### src/rtl/mac_stream_pkg.sv
// Shared types for the MAC operand stream transmitter.
package mac_stream_pkg;

  localparam int unsigned MAC_MIN_OPS = 3;
  localparam int unsigned MAC_WORD_W  = 32;

  typedef logic [MAC_WORD_W-1:0] mac_word_t;

  typedef struct packed {
    logic      last;
    mac_word_t data;
  } tx_entry_t;

  typedef enum logic [1:0] {IDLE, SEND, GAP} tx_state_t;

endpackage

### src/rtl/mac_tx_fifo.sv
// Synchronous FIFO of tx entries with occupancy and buffered-last counters.
module mac_tx_fifo
  import mac_stream_pkg::*;
#(
  parameter int unsigned DEPTH = 8
) (
  input  logic                       clk,
  input  logic                       rst,
  input  logic                       push,
  input  tx_entry_t                  wr_entry,
  input  logic                       pop,
  output tx_entry_t                  head,
  output logic [$clog2(DEPTH):0]     count,
  output logic [$clog2(DEPTH):0]     pending_last
);

  localparam int unsigned AW = $clog2(DEPTH);
  localparam int unsigned CW = AW + 1;

  tx_entry_t         mem [DEPTH];
  logic [AW-1:0]     wr_ptr;
  logic [AW-1:0]     rd_ptr;
  logic              do_push;
  logic              do_pop;

  assign do_push = push && (count != CW'(DEPTH));
  assign do_pop  = pop && (count != '0);
  assign head    = mem[rd_ptr];

  // Storage array; contents are only observed once written, so no reset.
  always_ff @(posedge clk) begin
    if (do_push) mem[wr_ptr] <= wr_entry;
  end

  // Pointers, occupancy and count of buffered last-marked entries.
  always_ff @(posedge clk) begin
    if (rst) begin
      wr_ptr       <= '0;
      rd_ptr       <= '0;
      count        <= '0;
      pending_last <= '0;
    end else begin
      if (do_push) wr_ptr <= wr_ptr + AW'(1);
      if (do_pop)  rd_ptr <= rd_ptr + AW'(1);
      count        <= count + CW'(do_push) - CW'(do_pop);
      pending_last <= pending_last + CW'(do_push && wr_entry.last)
                                   - CW'(do_pop && head.last);
    end
  end

endmodule

### src/rtl/mac_stream_tx.sv
// Burst-forming transmitter: gap-free bursts separated by an idle cycle.
module mac_stream_tx
  import mac_stream_pkg::*;
#(
  parameter int unsigned DEPTH     = 8,
  parameter int unsigned MIN_START = 3,
  parameter int unsigned LENW      = 16
) (
  input  logic            clk,
  input  logic            rst,
  input  logic            in_valid,
  output logic            in_ready,
  input  logic [31:0]     in_data,
  input  logic            in_last,
  output logic            out_valid,
  output logic [31:0]     out_data,
  output logic            busy,
  output logic            burst_done,
  output logic [LENW-1:0] burst_len,
  output logic            short_burst,
  output logic            underrun
);

  localparam int unsigned CW = $clog2(DEPTH) + 1;

  tx_entry_t       wr_entry;
  tx_entry_t       head;
  logic [CW-1:0]   count;
  logic [CW-1:0]   pending_last;
  logic            pop;

  tx_state_t       state, state_n;
  logic [LENW-1:0] len, len_n, len_inc, blen_n;
  logic            valid_n, done_n, short_n, under_n;
  mac_word_t       data_n;

  assign wr_entry = tx_entry_t'({in_last, in_data});
  assign in_ready = (count != CW'(DEPTH));
  assign busy     = (state != IDLE);
  assign len_inc  = (len == '1) ? len : len + LENW'(1);

  mac_tx_fifo #(.DEPTH(DEPTH)) u_fifo (
    .clk          (clk),
    .rst          (rst),
    .push         (in_valid),
    .wr_entry     (wr_entry),
    .pop          (pop),
    .head         (head),
    .count        (count),
    .pending_last (pending_last)
  );

  // Next-state, pop decision and status for the burst FSM.
  always_comb begin
    state_n = state;
    len_n   = len;
    pop     = 1'b0;
    valid_n = 1'b0;
    data_n  = out_data;
    done_n  = 1'b0;
    blen_n  = burst_len;
    short_n = 1'b0;
    under_n = 1'b0;
    case (state)
      IDLE: begin
        if (count >= CW'(MIN_START) || pending_last != '0) pop = 1'b1;
      end
      SEND: begin
        if (count != '0) begin
          pop = 1'b1;
        end else begin
          state_n = GAP;
          done_n  = 1'b1;
          under_n = 1'b1;
          blen_n  = len;
          short_n = (len < LENW'(MAC_MIN_OPS));
        end
      end
      GAP: begin
        len_n   = '0;
        state_n = IDLE;
      end
      default: state_n = IDLE;
    endcase
    // Length is zero on entry from IDLE, so len_inc also yields the first count.
    if (pop) begin
      valid_n = 1'b1;
      data_n  = head.data;
      len_n   = len_inc;
      state_n = head.last ? GAP : SEND;
      if (head.last) begin
        done_n  = 1'b1;
        blen_n  = len_inc;
        short_n = (len_inc < LENW'(MAC_MIN_OPS));
      end
    end
  end

  // State, length counter and registered outputs.
  always_ff @(posedge clk) begin
    if (rst) begin
      state       <= IDLE;
      len         <= '0;
      out_valid   <= 1'b0;
      out_data    <= '0;
      burst_done  <= 1'b0;
      burst_len   <= '0;
      short_burst <= 1'b0;
      underrun    <= 1'b0;
    end else begin
      state       <= state_n;
      len         <= len_n;
      out_valid   <= valid_n;
      out_data    <= data_n;
      burst_done  <= done_n;
      burst_len   <= blen_n;
      short_burst <= short_n;
      underrun    <= under_n;
    end
  end

endmodule

### config.mk
export PLATFORM = sky130hd
export DESIGN_NAME = mac_stream_tx
export DESIGN_NICKNAME = d
export VERILOG_FILES = /design/src/rtl/mac_stream_pkg.sv /design/src/rtl/mac_tx_fifo.sv /design/src/rtl/mac_stream_tx.sv
export SDC_FILE = /design/constraint.sdc
export NUM_CORES = 1
export LEC_CHECK = 0
export CORE_MARGIN = 4
export CORE_UTILIZATION = 52
export CTS_CLUSTER_DIAMETER = 150
export CTS_CLUSTER_SIZE = 30
export DETAILED_ROUTE_END_ITERATION = 12
export MAX_ROUTING_LAYER = met4
export PLACE_DENSITY = 0.71
export SETUP_SLACK_MARGIN = 0.4
export SLEW_MARGIN = 10
export SYNTH_ARGS = -nofsm -noshare
export SYNTH_HDL_FRONTEND = slang
export SYNTH_SLANG_ARGS = --single-unit
export TNS_END_PERCENT = 100
### constraint.sdc
create_clock -name clk -period 13.2 [get_ports clk]
set_input_delay 1.32 -clock clk [delete_from_list [all_inputs] [get_ports clk]]
set_output_delay 1.32 -clock clk [all_outputs]
set_load 0.03 [all_outputs]
* Yosys cells after proc, flatten, opt, wreduce, memory -nomap -nowiden
Memory sizes are Yosys's and may differ from the RTL's. A register that Yosys moved wholly into a read port is not among the register bits. Index checks and enable logic that the tools add are counted.
Cells by class: add/sub/neg operators 7, magnitude comparators 3, equal/unequal tests 6, multiplexer cells 27, reductions and logical operators 11
Operators with widths (number):
- 16-bit 2-to-1 mux | 7
- 16-bit by 2-bit less-than comparator with 1-bit output, second input constant | 2
- 16-bit by 1-bit adder with 16-bit output, second input constant | 1
- 16-bit equality test, second input constant | 1
- 1-bit 2-to-1 mux | 13
- 4-bit by 1-bit adder with 4-bit output | 2
- 4-bit nonzero test | 2
- 4-bit by 1-bit subtractor with 4-bit output | 2
- 3-bit by 1-bit adder with 3-bit output, second input constant | 2
- 2-bit 2-to-1 mux | 3
- 3-bit 2-to-1 mux | 2
- 4-bit by 2-bit greater-or-equal comparator with 1-bit output, second input constant | 1
- 1-bit logical AND | 4
- 4-bit != test, second input constant | 1
- 2-bit case mux with 2 select lines | 1
- 2-bit nonzero test | 2
- 3-bit by 2-bit != test with 1-bit output, second input constant | 1
- 2-bit by 1-bit equality test with 1-bit output, second input constant | 1
- 2-bit equality test, second input constant | 1
- 2-bit logical NOT | 1
- 2-bit by 1-bit != test with 1-bit output, second input constant | 1
- 1-bit case mux with 2 select lines | 1
- 2-bit AND reduction | 1
- 1-bit logical OR | 1
Word-level totals: bits in registers 84, bits in writable memories 264, input port bits 36, output and inout port bits 54, word-level logic and storage cells 67, memories kept 1
Memories:
- u_fifo.mem | words 8, width 33, read ports 1, clocked after Yosys merged registers in 1, write ports 1, RTL line mac_tx_fifo.sv:20 | tx_entry_t mem [DEPTH];

* Depth between registers and ports, before layout
Gate-level depths: netlist of the first run.
depth in word-level cells 7, mapped depth 15, depth with buffers taken out 14

* Modules after synthesis
From an unflattened synthesis of the first run, not the netlist that was laid out.
Second synthesis, totals: cells, all modules 922, area, all modules 14234.9 um^2
By module, submodules not included:
- mac_tx_fifo | instances 1, cells an instance 496, area each 10899.2 um^2
- mac_stream_tx | instances 1, cells an instance 426, area each 3335.7 um^2

* Worst setup path after synthesis of the first run
OpenSTA, ideal clock, no wires.
path type input -> register, from in in_valid, to mem u_fifo.mem[0][0] in the netlist's numbering (enable), library setup time 0.506 ns, arrival 4.604 ns, data required time 12.694 ns, path slack 8.090 ns, stages on the path 2, buffers on the path 0, cell sequence nand2_1 nor4_1
On the way: longest elaborated chain between the ends 3
RTL lines:
- from (decl) | RTL line mac_stream_tx.sv:11 | input logic in_valid,
- 1-bit logical AND | RTL line mac_tx_fifo.sv:26 | assign do_push = push && (count != CW'(DEPTH));
- 1-bit 2-to-1 mux | RTL line mac_tx_fifo.sv:32 | if (do_push) mem[wr_ptr] <= wr_entry;
- 1-bit 2-to-1 mux (not written as such) | RTL line mac_tx_fifo.sv:32
- to (decl) | RTL line mac_tx_fifo.sv:20
Every way passes these cells.

==> summary.txt, run 1 <==
Status
  • Status: finished clean

STA
  • Slew headroom: 0.296
  • Final slew viol count: 0
  • Hold Vio Cnt, Final: 0
  • Fmax: 271 MHz
  • Worst-margin pin slew: 1050 ps
  • Final setup viols: 0
  • Final Cycle Share: 0.279
  • Unrepaired setup endpoints after global routing: false
  • Clock skew: 29.3 ps
  • Worst hold slack: 478 ps
  • Setup TNS: 0 ps
  • Minimum clock period: 3680 ps
  • Setup ws final: 9520 ps

Clocking
  • Clk sink count: 351
  • Clock Latency Late Sink: 510 ps
  • Clk slew on worst S/H paths: 120 ps
  • PostCTS Resize Cnt: 0
  • CTS tree: done
  • CTS Hold Bufs: 0
  • Post-CTS Setup Bufs: 0
  • CTS buffer count: 15
  • CTS root buf: clkbuf_16
  • Maximum clock path buffer count: 3
  • Htree depth: 1

Yosys
  • Largest cells by area after synthesis: edfxtp_1 (57%), dfxtp_1 (13%), mux4_2 (11%)
  • Synth cell types: 49
  • EDFF count, synth: 264
  • Seq/Total Area, Yosys: 0.695
  • Count leader, synth: edfxtp_1
  • Syn_nets: 907
  • Area leader, netlist: edfxtp_1
  • Post-Synthesis Cells: 854
  • Post-synth top cells: edfxtp_1 (264), dfxtp_1 (87), nor2_1 (86)
  • Dominant synthesized flop cell: edfxtp_1
  • Synth Register Bits: 351
  • Asr flop ratio synth: 0
  • Ys Warns: 0
  • Syn Area/Cell: 16.3 um2
  • Cell area after synthesis: 13,900 um2
  • Post-synth top area share: 0.570

Setup path
  • Critical Path Sink Type: flip-flop
  • Kind of critical path: flip-flop to flip-flop
  • Critical path required time: 13,580 ps
  • WP data arrival: 4060 ps
  • Setup crit start kind: flip-flop
  • Maximum fanout along the worst path: 36
  • R2R Setup Slk: 9520 ps

Global routing
  • Tot GR Track Use: 0.186
  • GRT overflow: 0
  • Vias in the first global route: 7,347
  • Initial antenna violation count: 0
  • Global-route wire length before repair: 41,700 um
  • Largest net degree at the start of global routing: 83

Floorplan
  • Row count: 59
  • Die area: 29,400 um2
  • Core Box Area: 26,200 um2
  • I/O pin total: 90
  • Die H: 172 um
  • Initial core utilization: 0.531
  • Die W: 172 um

Routing
  • DRT iter0 DRCs: 581
  • Final WL: 26,200 um
  • Via density per instance: 5.85
  • Detail Route Antenna Nets: 0
  • WL per Instance: 20.8 um
  • DR vias: 7,374
  • DRC: 0
  • First-pass iteration count of the detailed router: 5

Layout
  • Multi-input gate area: 3960 um2
  • # fillers: 1,967
  • Final instance area: 15,500 um2
  • Fraction of final layout cells sized beyond drive strength 1: 0.139
  • Area growth from synthesis to layout: 11.8%
  • Layout Nets: 971
  • Final core utilization: 0.593
  • Post-route insts no fill: 1,261
  • Antenna Cells: 0
  • FF/Latch Area: 9680 um2

Place
  • Cell count after placement: 1,236
  • RePlAce Congestion: 0.865
  • Dpl cell area: 15,100 um2
  • DP Wirelength: 16,100 um
  • DP Worst Slack: 9370 ps
  • I/O Buffers: 89

Pwr
  • Final Power: 3.02 mW
  • Max VDD drop: 132 uV
  • Pwr Density: 194 nW/um2
  • Leakage power: 4.93 nW

Hold path
  • Hold path start: burst_len[2]
  • Hold crit path type: flip-flop to flip-flop

Job
  • Max-cap violation count: 0
## layout make-up
cell class	count	area share
sequential	351	0.622
multi-input combinational	429	0.255
timing repair buffer	104	0.0644
tap	335	0.0270
clock buffer	24	0.0263
inverter	17	0.00411
clock inverter	1	0.000724
## registers in the layout, indices dropped and copies added, names as in the netlist, named ones only
register,flops
u_fifo.mem,264
out_data,32
burst_len,16
len,16
u_fifo.count,4
u_fifo.pending_last,4
u_fifo.rd_ptr,3
u_fifo.wr_ptr,3
state,2
burst_done,1
out_valid,1
short_burst,1
underrun,1
## worst paths after layout
| kind | end | cells past startpoint |
|---|---|---|
| setup reg to reg | u_fifo.pending_last[2] | 11 |
| hold reg to reg | burst_len[2] | 2 |
| setup / recovery | u_fifo.pending_last[2] | 11 |
| hold / removal | burst_len[2] | 2 |
## cells by family after synthesis
family | Yosys count | share of synthesized area
adder cells (fa/ha/maj) | 17 | 0.0164
buffers and inverters | 74 | 0.0234
XOR/XNOR | 13 | 0.00819
AND/OR/NAND/NOR | 197 | 0.0668
flip-flops | 351 | 0.695
AO/OA/AOI/OAI | 98 | 0.0553
multiplexers | 104 | 0.135
## routing by layer
metal,vias to the layer above,wire length (um),GRT usage
met3,16,1160,0.0188
met2,185,12900,0.302
met5,-,0,-
met1,3733,11900,0.267
met4,0,228,0.0248
li1,3440,-,-
## cells in the final DEF, fill, tap and decap left out, drive strengths merged, types with 2 or more instances in the layout
master / synthesis / routed
nand4: 9 / 9
a21oi: 22 / 22
dfxtp: 87 / 87
xnor2: 9 / 9
mux2i: 36 / 36
buf: 32 / 16
edfxtp: 264 / 264
o21ai: 4 / 4
and2: 4 / 4
mux2: 2 / 2
nor4: 8 / 8
a311oi: 12 / 12
nor2b: 5 / 5
nor2: 86 / 86
a41oi: 3 / 3
and4: 3 / 3
a31oi: 6 / 6
nand2: 42 / 42
inv: 17 / 18
nand2b: 4 / 4
ha: 15 / 15
mux4: 66 / 66
xor2: 4 / 4
a21o: 3 / 3
fa: 2 / 2
clkdlybuf4s50: 0 / 88
a22oi: 12 / 12
clkbuf: 25 / 24
and3: 4 / 4
nor3: 16 / 16
nand3: 8 / 8
a211oi: 32 / 32
## report_power, final
part	internal [mW]	switching, mW
Sequential	1.33	0.0855
Clock	0.219	0.314
Combinational	0.455	0.620
Total	2.00	1.02
## critical path, stage by stage, from the launching register on
cell     delay, ps
dfxtp_2        630
buf_4          480
mux4_2         550
mux2_4         320
nand3_4        370
nor2_1          80
ha_1           280
inv_1           40
ha_1           210
fa_1           380
xnor2_1        140
nor2_1          60
Power figures use the tool's default switching activity.
==> inputs of run 2 (changes only) <==
==> constraint.sdc (replaced) <==
create_clock -name clk -period 3.4 [get_ports clk]
set_input_delay 0.34 -clock clk [delete_from_list [all_inputs] [get_ports clk]]
set_output_delay 0.34 -clock clk [all_outputs]
set_load 0.03 [all_outputs]
==> summary.txt, run 2 (synthesized netlist as in run 1, its figures left out) <==
Routing
  • DRC: 0 (unchanged)
  • First-pass iteration count of the detailed router: 5 (unchanged)
  • Via density per instance: 5.90 (+0.83%)
  • Final WL: 26,800 um (+2.5%)
  • Detail Route Antenna Nets: 0 (unchanged)
  • WL per Instance: 21.1 um (+1.5%)
  • DR vias: 7,506 (+1.8%)
  • DRT iter0 DRCs: 556 (-4.3%)

Clocking
  • Post-CTS Setup Bufs: 0 (unchanged)
  • Htree depth: 1 (unchanged)
  • PostCTS Resize Cnt: 0 (unchanged)
  • Clk slew on worst S/H paths: 110 ps (about the same)
  • Clk sink count: 351 (unchanged)
  • CTS Hold Bufs: 0 (unchanged)
  • Maximum clock path buffer count: 3 (unchanged)
  • CTS buffer count: 15 (unchanged)
  • CTS tree: done
  • CTS root buf: clkbuf_16
  • Clock Latency Late Sink: 500 ps (about the same)

Setup path
  • Critical-path cell list: inv_1 > ha_1 > nand4bb_1 > a311o_1 > and2_2 > nand2_1 > inv_1 > ha_1 > inv_1 > ha_1 > fa_1 > xnor2_1 > nor2_1
  • Slowest cell on the critical path: a311o_1
  • Critical path required time: 3790 ps (-9790 ps)
  • CP peak stage delay: 400 ps (-230 ps)
  • Setup crit start kind: flip-flop
  • WP depth: 13 (+2)
  • R2R Setup Slk: 720 ps (-8790 ps)
  • R2r startpoint: u_fifo.count[2]
  • Critical path's top delay family: adder cells
  • R2R depth: 13 (+2)
  • Buf+Inv Stages, Crit Path: 3 (+1)
  • Critical Path Sink Type: flip-flop
  • Maximum fanout along the worst path: 4 (-89%)
  • WP data arrival: 3070 ps (-990 ps)
  • Kind of critical path: flip-flop to flip-flop
  • R2r endpoint: u_fifo.count[2]

STA
  • Final slew viol count: 0 (unchanged)
  • Unrepaired setup endpoints after global routing: false
  • Slew headroom: 0.386 (+0.0900)
  • Setup ws final: 724 ps (-8790 ps)
  • Hold Vio Cnt, Final: 0 (unchanged)
  • Minimum clock period: 2680 ps (-1010 ps)
  • Clock skew: 21.8 ps (-7.44 ps)
  • Worst-margin pin slew: 921 ps (-132 ps)
  • Fmax: 374 MHz (+38%)
  • Final Cycle Share: 0.787 (+0.508)
  • Worst hold slack: 311 ps (-167 ps)
  • Final setup viols: 0 (unchanged)

Floorplan
  • Die H: 172 um (unchanged)
  • Initial core utilization: 0.531 (unchanged)
  • Row count: 59 (unchanged)
  • Die area: 29,400 um2 (unchanged)
  • I/O pin total: 90 (unchanged)
  • Die W: 172 um (unchanged)
  • Core Box Area: 26,200 um2 (unchanged)

Hold path
  • Hold Path Sink: len[12]
  • Hold Path Depth: 2 (unchanged)
  • Hold crit path type: input pin to flip-flop
  • Hold path start: rst

Layout
  • Commonest cells after routing, fill and taps aside: edfxtp_1 (264), clkdlybuf4s50_1 (88), dfxtp_1 (84)
  • Layout Nets: 981 (+1.0%)
  • Multi-input gate area: 3980 um2 (+0.38%)
  • Top reg by flops: u_fifo.mem
  • Final core utilization: 0.599 (+0.00625)
  • FF/Latch Area: 9680 um2 (unchanged)
  • Most common cell after layout, fill and taps aside: edfxtp_1
  • Largest regs: u_fifo.mem x264, out_data x32
  • Fraction of final layout cells sized beyond drive strength 1: 0.149 (+0.0101)
  • Area growth from synthesis to layout: 12.9%
  • # fillers: 1,995 (+1.4%)
  • Max FFs per register: 264 (unchanged)

Pwr
  • Pwr Density: 753 nW/um2 (+290%)
  • Leakage power: 5.00 nW (+1.4%)
  • Max VDD drop: 570 uV (+330%)

Place
  • I/O Buffers: 89 (unchanged)
  • DP Wirelength: 16,200 um (+0.48%)
  • RePlAce Congestion: 0.841 (-2.7%)
  • DP Worst Slack: 718 ps (-8660 ps)

Global routing
  • Met3 Track Usage GR: 0.0269 (+0.00804)
  • Met2 GRT Util: 0.310 (+0.00819)
  • GR peak layer: met2
  • Global-route wire length before repair: 42,700 um (+2.3%)
  • Largest net degree at the start of global routing: 83 (unchanged)
  • GRT met1 Usage: 0.268 (+0.000889)
  • Initial antenna violation count: 1 (+1)
  • Vias in the first global route: 7,594 (+3.4%)
  • GRT overflow: 0 (unchanged)
  • Tot GR Track Use: 0.190 (+0.00455)

Job
  • Max-cap violation count: 0 (unchanged)

Status
  • Status: finished clean
[run 2: cell count changes in the layout (fill, tap and decap cells not counted), sizes merged]
| cell | previous run | this run |
|---|---|---|
| inv | 18 | 19 |
| diode | 0 | 1 |
| buf | 16 | 26 |
[run 2: power breakdown]
part | total [mW] | switching (mW) | internal (mW) | leakage, nW
clock network | 2.08 | 1.22 | 0.858 | 0.206
registers | 5.43 | 0.273 | 5.15 | 3.11
logic | 4.32 | 2.50 | 1.82 | 1.68
total | 11.8 | 4.00 | 7.83 | 5.00
[run 2: metrics by stage]
stage | total power [mW] | TNS (ps) | instance area (um2) | instances
2_1_floorplan | 8.60 | -39650 | 13900 | 854
3_3_place_gp | 9.81 | 0 | 15300 | 1246
3_5_place_dp | 9.89 | 0 | 15300 | 1246
4_1_cts | 11.9 | 0 | 15700 | 1272
5_1_grt | 12.5 | 0 | 15700 | 1273
6_report | 11.8 | 0 | 15700 | 1273
[run 2: area by class of cell]
type | instances | area share
multi-input combinational | 429 | 0.253
antenna | 1 | 0.000159
sequential | 351 | 0.616
tap | 335 | 0.0267
clock inverter | 2 | 0.00127
timing repair buffer | 114 | 0.0725
clock buffer | 24 | 0.0260
inverter | 17 | 0.00406
[run 2: worst max-delay path by stage]
stage,from,end
after floorplan,u_fifo.count[2],u_fifo.mem[2][0]
after global placement,u_fifo.count[2],u_fifo.count[2]
after detailed placement,u_fifo.count[2],u_fifo.count[2]
after CTS,u_fifo.count[2],u_fifo.count[2]
after global routing,u_fifo.count[2],flip-flop
final,u_fifo.count[2],u_fifo.count[2]
[run 2: metal layers]
metal | vias up | share of wire
li1 | 3460 | -
met1 | 3844 | 0.45
met2 | 176 | 0.49
met3 | 26 | 0.045
met4 | 0 | 0.012
met5 | - | 0
==> inputs of run 3 (changes only) <==
==> constraint.sdc (replaced) <==
create_clock -name clk -period 2.75 [get_ports clk]
set_input_delay 0.275 -clock clk [delete_from_list [all_inputs] [get_ports clk]]
set_output_delay 0.275 -clock clk [all_outputs]
set_load 0.03 [all_outputs]
==> summary.txt, run 3 (synthesized netlist as in run 1, its figures left out) <==
Status
  • Status: finished clean

Setup path
  • Critical Path Sink Type: flip-flop
  • R2R depth: 9 (-4)
  • WP data arrival: 2850 ps (-220 ps)
  • Kind of critical path: flip-flop to flip-flop
  • Critical path required time: 3200 ps (-590 ps)
  • Setup crit start kind: flip-flop
  • Maximum fanout along the worst path: 3 (-1)

Routing
  • Detail Route Antenna Nets: 0 (unchanged)
  • DRT iter0 DRCs: 669 (+20%)
  • DR vias: 7,553 (+0.63%)
  • Via density per instance: 5.87 (-0.47%)
  • DRC: 0 (unchanged)
  • Final WL: 26,600 um (-0.68%)
  • WL per Instance: 20.7 um (-1.8%)
  • First-pass iteration count of the detailed router: 6 (+1)

STA
  • Slew headroom: 0.488 (+0.101)
  • Final setup viols: 0 (unchanged)
  • Unrepaired setup endpoints after global routing: true
  • Setup TNS: 0 ps (unchanged)
  • Final Cycle Share: 0.874 (+0.0873)
  • Minimum clock period: 2400 ps (-272 ps)
  • Worst hold slack: 145 ps (-166 ps)
  • Final slew viol count: 0 (unchanged)
  • Hold Vio Cnt, Final: 0 (unchanged)
  • Clock skew: 23.3 ps (+1.52 ps)
  • Fmax: 416 MHz (+11%)
  • Worst-margin pin slew: 766 ps (-154 ps)

Layout
  • Area growth from synthesis to layout: 15.7%
  • # fillers: 1,893 (-5.1%)
  • Commonest cells after routing, fill and taps aside: edfxtp_1 (264), clkdlybuf4s50_1 (88), dfxtp_1 (83)
  • Most common cell after layout, fill and taps aside: edfxtp_1
  • Post-route insts no fill: 1,287 (+1.1%)
  • Largest regs: u_fifo.mem x264, out_data x32
  • Final instance area: 16,100 um2 (+2.5%)
  • Layout Nets: 996 (+1.5%)
  • Antenna Cells: 0 (-1)
  • Top reg by flops: u_fifo.mem
  • Fraction of final layout cells sized beyond drive strength 1: 0.193 (+0.0439)
  • Max FFs per register: 264 (unchanged)

Floorplan
  • I/O pin total: 90 (unchanged)
  • Die W: 172 um (unchanged)
  • Row count: 59 (unchanged)
  • Initial core utilization: 0.531 (unchanged)
  • Core Box Area: 26,200 um2 (unchanged)
  • Die H: 172 um (unchanged)
  • Die area: 29,400 um2 (unchanged)

Pwr
  • Net Sw Power: 5.14 mW (+28%)
  • Max VDD drop: 634 uV (+11%)
  • Pwr Density: 939 nW/um2 (+25%)
  • Sw frac: 0.340 (+0.00165)
  • Clock power share: 0.171 (-0.005)
  • Int Pwr: 9.98 mW (+27%)
  • Leakage power: 5.12 nW (+2.4%)
  • Seq pwr share: 0.442 (-0.017)
  • Final Power: 15.1 mW (+28%)
  • Comb power frac: 0.387 (+0.022)

Clocking
  • Clk slew on worst S/H paths: 120 ps (about the same)
  • Maximum clock path buffer count: 3 (unchanged)
  • Htree depth: 1 (unchanged)
  • CTS buffer count: 15 (unchanged)
  • CTS root buf: clkbuf_16
  • Clock Latency Late Sink: 520 ps (+20 ps)
  • Clk sink count: 351 (unchanged)
  • CTS tree: done
  • CTS Hold Bufs: 0 (unchanged)

Global routing
  • Global-route wire length before repair: 43,300 um (+1.5%)
  • GRT overflow: 0 (unchanged)
  • Tot GR Track Use: 0.193 (+0.00278)
  • Largest net degree at the start of global routing: 68 (-18%)
  • Vias in the first global route: 7,713 (+1.6%)
  • Initial antenna violation count: 0 (-1)

Place
  • RePlAce Congestion: 0.876 (+4.2%)
  • I/O Buffers: 89 (unchanged)
  • DP Wirelength: 16,200 um (about the same)
  • Dpl cell area: 15,600 um2 (+1.9%)
  • Cell count after placement: 1,256 (+0.80%)

Hold path
  • Hold crit path type: input pin to flip-flop
  • Hold Path Depth: 2 (unchanged)

Job
  • Max-cap violation count: 0 (unchanged)
[run 3: cell type report]
cell class | instances | area (um2) | area share
clock buffers | 24 | 409 | 0.0254
inverters | 17 | 72.6 | 0.00451
repair buffers | 129 | 1310 | 0.0816
multi-input cells | 429 | 4180 | 0.260
flip-flops and latches | 351 | 9680 | 0.601
clock inverters | 2 | 20.0 | 0.00124
well taps | 335 | 419 | 0.0260
[run 3: metrics by stage]
stage	utilization	setup slack, ps
after floorplan	-	107
after global placement	0.594	320
after detailed placement	0.594	267
after CTS	0.613	326
after global routing	0.614	256
final	0.614	346
[run 3: worst max-delay path: stages (launching register included)]
cell and delay [ps]:
dfxtp_4 380, mux4_2 480, mux2_4 300, nand3_4 80, nor2_4 40, ha_4 250, inv_2 30, ha_4 150
fa_2 510, nor2b_1 110
[run 3: repair_timing]
action / CTS / global route
buffers inserted: 5 / 0
resized for setup: 4 / 7
pin swaps: 4 / 8
setup endpoints to repair: 35 / 37
[run 3: worst paths after layout]
check / startpoint / end / slack [ps]
max: flip-flop / u_fifo.pending_last[1] / 350
max reg2reg: flip-flop / u_fifo.pending_last[1] / 350
min reg2reg: burst_len[2] / burst_len[2] / 480
min: rst / len[9] / 150
[run 3: power groups by stage]
stage               logic [mW]  registers (mW)  clock network (mW)
detailed placement        5.72            6.80                   0
finish                    5.85            6.68                2.59
floorplan                 3.61            7.35                   0
global placement          5.62            6.78                   0
global route              6.47            6.75                2.86
CTS                       5.84            6.69                2.66
[run 3: per-layer routing]
metal / GRT usage / part of all wire / vias to the layer above
met5: - / 0 / -
met1: 0.280 / 0.46 / 3831
met4: 0.0307 / 0.013 / 0
li1: - / - / 3482
met3: 0.0218 / 0.046 / 25
met2: 0.307 / 0.49 / 215
